`src/rtl/amp_pwm_dac.sv`:
```
// amp_pwm_dac: output stage of the DDS amplitude path.
// Takes the 2*M-bit product from the sequential amplitude multiplier,
// rounds it (round half up) to OUT_W bits with saturation, and plays it
// as a single-bit PWM stream with period 2^OUT_W clocks. A new duty is
// adopted only at a period boundary, so a period is never cut short or
// stretched by an update.
//
// Input handshake: prod_valid is a one-cycle strobe with no ready. The
// block always accepts the strobe. prod must be complete and stable in
// that cycle. A sample that is still pending is overwritten by a newer
// one, and the sticky overrun flag records that this happened.
module amp_pwm_dac #(
  parameter int M     = 12,
  parameter int OUT_W = 8   // must be smaller than 2*M
) (
  input  logic               clk,
  input  logic               rst,
  input  logic [2*M-1:0]     prod,
  input  logic               prod_valid,
  input  logic               en,
  output logic               pwm_out,
  output logic [OUT_W-1:0]   duty_q,
  output logic               period_start,
  output logic               overrun
);

  // Rounding datapath
  logic [OUT_W-1:0] prod_top;
  logic             round_bit;
  logic [OUT_W:0]   round_sum;
  logic [OUT_W-1:0] rounded;

  // Pending sample buffer and PWM state
  logic [OUT_W-1:0] pending;
  logic             pending_valid;
  logic [OUT_W-1:0] cnt;

  // Boundary decode
  logic             boundary;
  logic             consume;
  logic [OUT_W-1:0] duty_next;

  // Round half up. The sum is one bit wider so that a carry out of the
  // top bits can be detected. A carry means the rounded value would not
  // fit in OUT_W bits, so the output clamps to full scale.
  always_comb begin
    prod_top  = prod[2*M-1 -: OUT_W];
    round_bit = prod[2*M-1-OUT_W];
    round_sum = {1'b0, prod_top} + {{OUT_W{1'b0}}, round_bit};
    rounded   = round_sum[OUT_W] ? {OUT_W{1'b1}} : round_sum[OUT_W-1:0];
  end

  // A boundary is the cnt=0 slot while running. At a boundary the sample
  // that was pending before this cycle is consumed. The duty used for
  // this cycle's compare already includes that update, so a new duty
  // applies from cnt=0.
  always_comb begin
    boundary  = en && (cnt == '0);
    consume   = boundary && pending_valid;
    duty_next = consume ? pending : duty_q;
  end

  // Period counter: free-runs while enabled and is held at 0 otherwise.
  // Because of the hold, the first cycle after en rises is a boundary.
  always_ff @(posedge clk) begin
    if (rst) begin
      cnt <= '0;
    end else if (en) begin
      cnt <= cnt + 1'b1;
    end else begin
      cnt <= '0;
    end
  end

  // Pending buffer. A capture in the same cycle as a consume is not an
  // overrun, because the older value has just gone to duty_q. The new
  // value waits for the next boundary. There is no bypass to duty_q.
  always_ff @(posedge clk) begin
    if (rst) begin
      pending       <= '0;
      pending_valid <= 1'b0;
      overrun       <= 1'b0;
    end else begin
      if (prod_valid) begin
        pending       <= rounded;
        pending_valid <= 1'b1;
        if (pending_valid && !consume) begin
          overrun <= 1'b1;
        end
      end else if (consume) begin
        pending_valid <= 1'b0;
      end
    end
  end

  // Duty register: changes only when a boundary consumes a pending sample.
  always_ff @(posedge clk) begin
    if (rst) begin
      duty_q <= '0;
    end else if (consume) begin
      duty_q <= duty_next;
    end
  end

  // Registered outputs. cnt runs over 0..2^OUT_W-1 and the output is
  // high while cnt < duty, so a duty of D gives exactly D high cycles per
  // period. period_start lines up with the pwm_out sample for cnt=0.
  always_ff @(posedge clk) begin
    if (rst) begin
      pwm_out      <= 1'b0;
      period_start <= 1'b0;
    end else begin
      pwm_out      <= en && (cnt < duty_next);
      period_start <= boundary;
    end
  end

endmodule
```
`config.mk`:
```
export PLATFORM = sky130hd
export DESIGN_NAME = amp_pwm_dac
export DESIGN_NICKNAME = d
export VERILOG_FILES = /design/src/rtl/amp_pwm_dac.sv
export SDC_FILE = /design/constraint.sdc
export NUM_CORES = 1
export LEC_CHECK = 0
export CORE_UTILIZATION = 35
export CTS_BUF_LIST = sky130_fd_sc_hd__clkbuf_8
export DETAILED_ROUTE_END_ITERATION = 6
export GPL_ROUTABILITY_DRIVEN = 0
export HOLD_SLACK_MARGIN = 0.02
export SYNTH_ARGS = -nofsm -noshare
export SYNTH_HDL_FRONTEND = slang
export SYNTH_SLANG_ARGS = --single-unit
```
`constraint.sdc`:
```
create_clock -name clk -period 3.14 [get_ports clk]
set_input_delay 0.628 -clock clk [delete_from_list [all_inputs] [get_ports clk]]
set_output_delay 0.628 -clock clk [all_outputs]
set_load 0.02 [all_outputs]
```
==> flow_summary.json, run 1 <==
{
  "route.detailed.drc": 0,
  "hold_viol": 0,
  "synth_top_family_by_area": "simple AND/OR/NAND/NOR gates",
  "drive_gt1_frac": 0.0552,
  "finalNetCount": 204,
  "antenna_found_initial": 0,
  "portBuffers": 23,
  "synth_area_per_cell_um2": 9.47,
  "hold_path_end": "overrun",
  "finalMaxSlewViolations": 0,
  "dr.pass1.iters": 4,
  "r2r-start": "cnt[0]",
  "syn_nets": 178,
  "endpoint_kind": "flip-flop",
  "setup_violations": 0,
  "grt_start_max_net_pins": 21,
  "dieArea_mm2": 0.00401,
  "crit_path_max_fanout": 6,
  "slew_headroom": 0.589,
  "row_count": 21,
  "clock_sink_count": 28,
  "ys_ff_latch": 28,
  "maxCapViolations": 0,
  "netlist_instances": 139,
  "cts_tree": "yes",
  "overflow": 0,
  "synth.area.mux_share": 0.0608,
  "first_iter_violations": 26,
  "startpoint_type": "input port",
  "placedCellCount": 206,
  "seq_power_share": 0.573,
  "finalNonFillerCells": 209,
  "wire_per_inst_um": 12.7,
  "hp-class": "flip-flop to flip-flop",
  "synth_compound_area_frac": 0.116,
  "diodes": 0,
  "dieHeight_um": 63.3,
  "finClkSkew_ns": 0.00208,
  "worstMarginPinSlew_ns": 0.613,
  "via_count": 1063,
  "synth_warnings": 0,
  "crit_start": "en",
  "power_switching_uw": 157,
  "ir_worst_vdd_v": 0.000161,
  "synthAdderAreaFrac": 0.105,
  "fin_util": 0.474,
  "p_int_uw": 503,
  "max_freq_mhz": 364,
  "synth_area_leaders": "dfxtp_1, ha_1, nor2_1",
  "dieWidth_um": 63.3,
  "grt_pass1_vias": 1013,
  "clk-insertion-delay-late_ns": 0.27,
  "combPwrFrac": 0.142,
  "r2r_cells": 10,
  "clkTransAtPathRegs_ns": 0.09,
  "ctsHoldBuffers": 0,
  "power_density_mw_per_mm2": 401,
  "p_leak_uw": 0.000689,
  "worst_r2r_endpoint": "pwm_out",
  "core_mm2": 0.00347,
  "critPathKind": "input port to flip-flop",
  "cts_root_buffer": "clkbuf_8",
  "wl_um": 2650,
  "dp_hpwl_um": 2070,
  "yosys.area_share.simple": 0.204,
  "clk_path_buf_depth": 2,
  "status": "finished clean",
  "ioPinCount": 39,
  "period_share": 0.874,
  "min-delay-start": "overrun",
  "synth_area_mm2": 0.00132,
  "crit_required_ns": 3.33,
  "cts_resized": 0,
  "clock_power_share": 0.285,
  "worstPathArrival_ns": 2.93,
  "rsz0062_at_grt": "no",
  "ff2ff_setup_slack_ns": 0.57,
  "cts-htree-levels": 1,
  "globalRouteTotalUtil": 0.144,
  "viasPerCell": 5.09,
  "fin_tns_setup_ns": 0,
  "grt_pass1_wl_um": 4560,
  "area_growth_pct": 25.0,
  "finalCriticalPeriod_ns": 2.74,
  "synth_xor_area_frac": 0.0599,
  "hold_depth": 2,
  "numCtsBuffers": 3,
  "synth-seq-area-share": 0.426,
  "swShare": 0.238,
  "post_cts_buffers": 0,
  "yosysTopAreaCell": "dfxtp_1",
  "synth.top_cell.area_share": 0.426,
  "drtAntennaViolNets": 0,
  "initial_core_util": 0.380,
  "ys_types": 31
}
## sequential cells by signal, summed over array words and instances (netlist names)
| name | cells |
|---|---|
| pending_valid | 1 |
| overrun | 1 |
| pending | 8 |
| period_start | 1 |
| duty_q | 8 |
| cnt | 8 |
| pwm_out | 1 |
## cells by family (layout without fill, tap and decap cells)
family	Yosys count	in the layout
adders and majority gates	11	11
AOI/OAI and AO/OA	21	21
DFF	28	28
xor gates and xnor gates	9	9
and+or+nand+nor	52	52
muxes	8	8
buffers and inverters	10	34
## through the flow
step | total power (uW) | area, um^2 | hold slack (ns) | setup WS (ns)
after global placement | 477 | 1600 | 0.445 | 0.100
after CTS | 664 | 1650 | 0.491 | 0.372
after detailed placement | 480 | 1600 | 0.470 | 0.100
after floorplan | 439 | 1320 | 0.438 | 0.787
after global routing | 693 | 1650 | 0.505 | 0.239
final | 660 | 1650 | 0.486 | 0.396
## power by group through the flow
stage          Combinational (uW)  Clock [uW]  Sequential (uW)
2_1_floorplan                48.4           0              391
3_3_place_gp                 91.4           0              386
3_5_place_dp                 93.7           0              387
4_1_cts                      94.2         192              378
5_1_grt                       104         210              380
6_report                     93.9         188              378
## synthesized netlist by cell type, drive strengths merged
master,count
nor2,30
dfxtp,28
ha,11
a211oi,8
mux2i,8
and3,6
inv,6
nand3,5
xor2,5
a31oi,4
xnor2,4
clkbuf,3
nand2,3
a21oi,2
o21ai,2
a2111o,1
a2111oi,1
a311oi,1
and2,1
and4,1
buf,1
nand2b,1
nand4,1
nor2b,1
nor3,1
nor4,1
o2111a,1
o21bai,1
or2,1
## final cells by class
| cell class | count | area, um^2 |
|---|---|---|
| Fill cell | 351 | 1820 |
| Inverter | 6 | 22.5 |
| Timing Repair Buffer | 25 | 245 |
| Tap cell | 46 | 57.6 |
| Multi-Input combinational cell | 101 | 718 |
| Sequential cell | 28 | 561 |
| Clock buffer | 3 | 41.3 |
## worst max-delay path by stage
stage / cells past startpoint / endpoint / slack (ns)
2_1_floorplan: 8 / pwm_out / 0.79
3_3_place_gp: 9 / pwm_out / 0.10
3_5_place_dp: 9 / pwm_out / 0.10
4_1_cts: 9 / pwm_out / 0.37
5_1_grt: 9 / pwm_out / 0.24
6_report: 9 / pwm_out / 0.40
## layout by cell type, fill, tap and decap left out, types with 2 or more instances in the layout
cell	count
a211oi_1	8
a21oi_1	2
a31oi_1	4
and3_1	5
buf_4	2
clkbuf_8	3
clkdlybuf4s50_1	23
dfxtp_1	28
ha_1	11
inv_1	6
mux2i_1	8
nand2_1	3
nand3_1	5
nor2_1	30
xnor2_1	4
xor2_1	5
## worst max-delay path: stages
cell and delay (ns):
clkdlybuf4s50_1 0.47, and2_1 0.19, nand4_4 0.19, mux2i_1 0.26
ha_1 0.28, a211oi_1 0.23, o21ai_1 0.10, a2111o_1 0.41
a31oi_1 0.18
## layer usage
metal	up-vias	track usage	wire, um	share of wire
li1	537	-	-	-
met1	496	0.194	1270	0.48
met2	25	0.230	1280	0.48
met3	5	0.0163	55	0.021
met4	0	0.0597	47	0.018
met5	-	0	0	0
Note: power is estimated with default switching activity, not from simulation.
==> run 2: changes to the inputs <==
--- a/config.mk
+++ b/config.mk
@@ -8,8 +8,8 @@
 export CORE_UTILIZATION = 35
 export CTS_BUF_LIST = sky130_fd_sc_hd__clkbuf_8
 export DETAILED_ROUTE_END_ITERATION = 6
-export GPL_ROUTABILITY_DRIVEN = 0
 export HOLD_SLACK_MARGIN = 0.02
+export REMOVE_ABC_BUFFERS = 1
 export SYNTH_ARGS = -nofsm -noshare
 export SYNTH_HDL_FRONTEND = slang
 export SYNTH_SLANG_ARGS = --single-unit
==> constraint.sdc (replaced) <==
create_clock -name clk -period 3.4 [get_ports clk]
set_input_delay 0.68 -clock clk [delete_from_list [all_inputs] [get_ports clk]]
set_output_delay 0.68 -clock clk [all_outputs]
set_load 0.02 [all_outputs]
==> run 2 against run 1 <==
  * Final cell count shrank 0.48%
  * Critical endpoint unchanged
  * First-iteration DRC count grew 46%
  * Setup slack gained 0.18 ns
  * Largest power group unchanged
  * Utilization shrank 0.22 points
  * Largest cell class unchanged
  * Clock power shrank 9.6%
  * Critical path type unchanged
==> flow_summary.json, run 2 (synthesis results as in run 1) <==
{
  "via_count": 1035,
  "dp_hpwl_um": 2030,
  "status": "finished clean",
  "p_leak_uw": 0.000684,
  "power_density_mw_per_mm2": 369,
  "setup_violations": 0,
  "dieArea_mm2": 0.00401,
  "worstMarginPinSlew_ns": 0.588,
  "pre_cts_ws_ns": 0.261,
  "setup_slack_ns": 0.578,
  "diodes": 0,
  "viasPerCell": 4.98,
  "place_area_mm2": 0.00160,
  "first_iter_violations": 38,
  "fin_tns_setup_ns": 0,
  "worstSetupEndpoint": "pwm_out",
  "ioPinCount": 39,
  "period_share": 0.830,
  "crit_required_ns": 3.59,
  "area_growth_pct": 24.4,
  "cts_tree": "yes",
  "finalCriticalPeriod_ns": 2.82,
  "finalInstanceArea_mm2": 0.00164,
  "row_count": 21,
  "route.detailed.drc": 0,
  "clkTransAtPathRegs_ns": 0.08,
  "grt_start_max_net_pins": 21,
  "rsz0062_at_grt": "no",
  "worst_r2r_endpoint": "pwm_out",
  "finalNetCount": 203,
  "antenna_found_initial": 0,
  "globalRouteTotalUtil": 0.144,
  "ff_latch_area_um2": 561,
  "dieWidth_um": 63.3,
  "grt_pass1_wl_um": 4510,
  "maxCapViolations": 0,
  "fin_util": 0.472,
  "drtAntennaViolNets": 0,
  "clk_path_buf_depth": 2,
  "dieHeight_um": 63.3,
  "clock_sink_count": 28,
  "r2r-start": "cnt[0]",
  "cts_root_buffer": "clkbuf_8",
  "overflow": 0,
  "core_mm2": 0.00347,
  "fillers": 340,
  "ctsHoldBuffers": 0,
  "critPathKind": "input port to flip-flop",
  "ir_worst_vdd_v": 0.000150,
  "wire_per_inst_um": 12.3,
  "hp-class": "flip-flop to flip-flop",
  "grt_pass1_vias": 995,
  "startpoint_type": "input port",
  "endpoint_kind": "flip-flop",
  "cts-htree-levels": 1,
  "ff2ff_setup_slack_ns": 0.83,
  "dr.pass1.iters": 4,
  "finClkSkew_ns": 0.00262,
  "crit_path_max_fanout": 8,
  "slew_headroom": 0.606,
  "max_freq_mhz": 354,
  "initial_core_util": 0.380,
  "final_common_cell": "nor2_1",
  "r2r_cells": 10,
  "crit_start": "en",
  "hold_viol": 0,
  "wl_um": 2560,
  "portBuffers": 23,
  "top_regs": "cnt (8), duty_q (8), pending (8)",
  "multi_input_area_um2": 718,
  "globalplace.congestion": 0.729,
  "finalMaxSlewViolations": 0,
  "numCtsBuffers": 3,
  "cts_resized": 0,
  "post_cts_buffers": 0,
  "layout_common_cells": "nor2_1, dfxtp_1, clkdlybuf4s50_1",
  "drive_gt1_frac": 0.0494,
  "clk-insertion-delay-late_ns": 0.26,
  "worstPathArrival_ns": 3.01
}
-- run 2: metal layers --
metal	part of all wire	track usage	vias to the layer above
li1	-	-	540
met1	0.48	0.187	469
met2	0.47	0.230	22
met3	0.029	0.0217	4
met4	0.018	0.0682	0
met5	0	0	-
-- run 2: worst min-delay path by stage --
stage,from,endpoint,cells past startpoint
finish,overrun,overrun,2
global route,cnt[0],cnt[0],1
CTS,overrun,overrun,2
floorplan,cnt[0],cnt[0],1
detailed placement,overrun,overrun,2
global placement,overrun,overrun,2
-- run 2: cell type report --
type / instances / area share
inverter: 6 / 0.0138
tap: 46 / 0.0351
clock buffer: 3 / 0.0252
sequential: 28 / 0.342
timing repair buffer: 24 / 0.145
multi-input combinational: 101 / 0.439
-- run 2: worst max-delay path: stages --
cell	delay (ns)
clkdlybuf4s50_1	0.48
and2_1	0.19
nand4_4	0.22
mux2i_1	0.28
ha_1	0.28
a211oi_1	0.23
o21ai_1	0.10
a2111o_1	0.40
a31oi_1	0.16
-- run 2: where the power goes --
part	leakage (uW)	switching, uW	internal, uW
Sequential	0.000229	8.10	341
Clock	0.0000216	90.5	79.3
Combinational	0.000434	41.6	43.1
Total	0.000684	140	464
-- run 2: through the flow --
step                      hold WS (ns)  power, uW  cells
after floorplan                  0.438        401    135
final                            0.473        604    208
after global placement           0.448        440    205
after detailed placement         0.465        442    205
after CTS                        0.487        616    208
after global routing             0.513        642    208
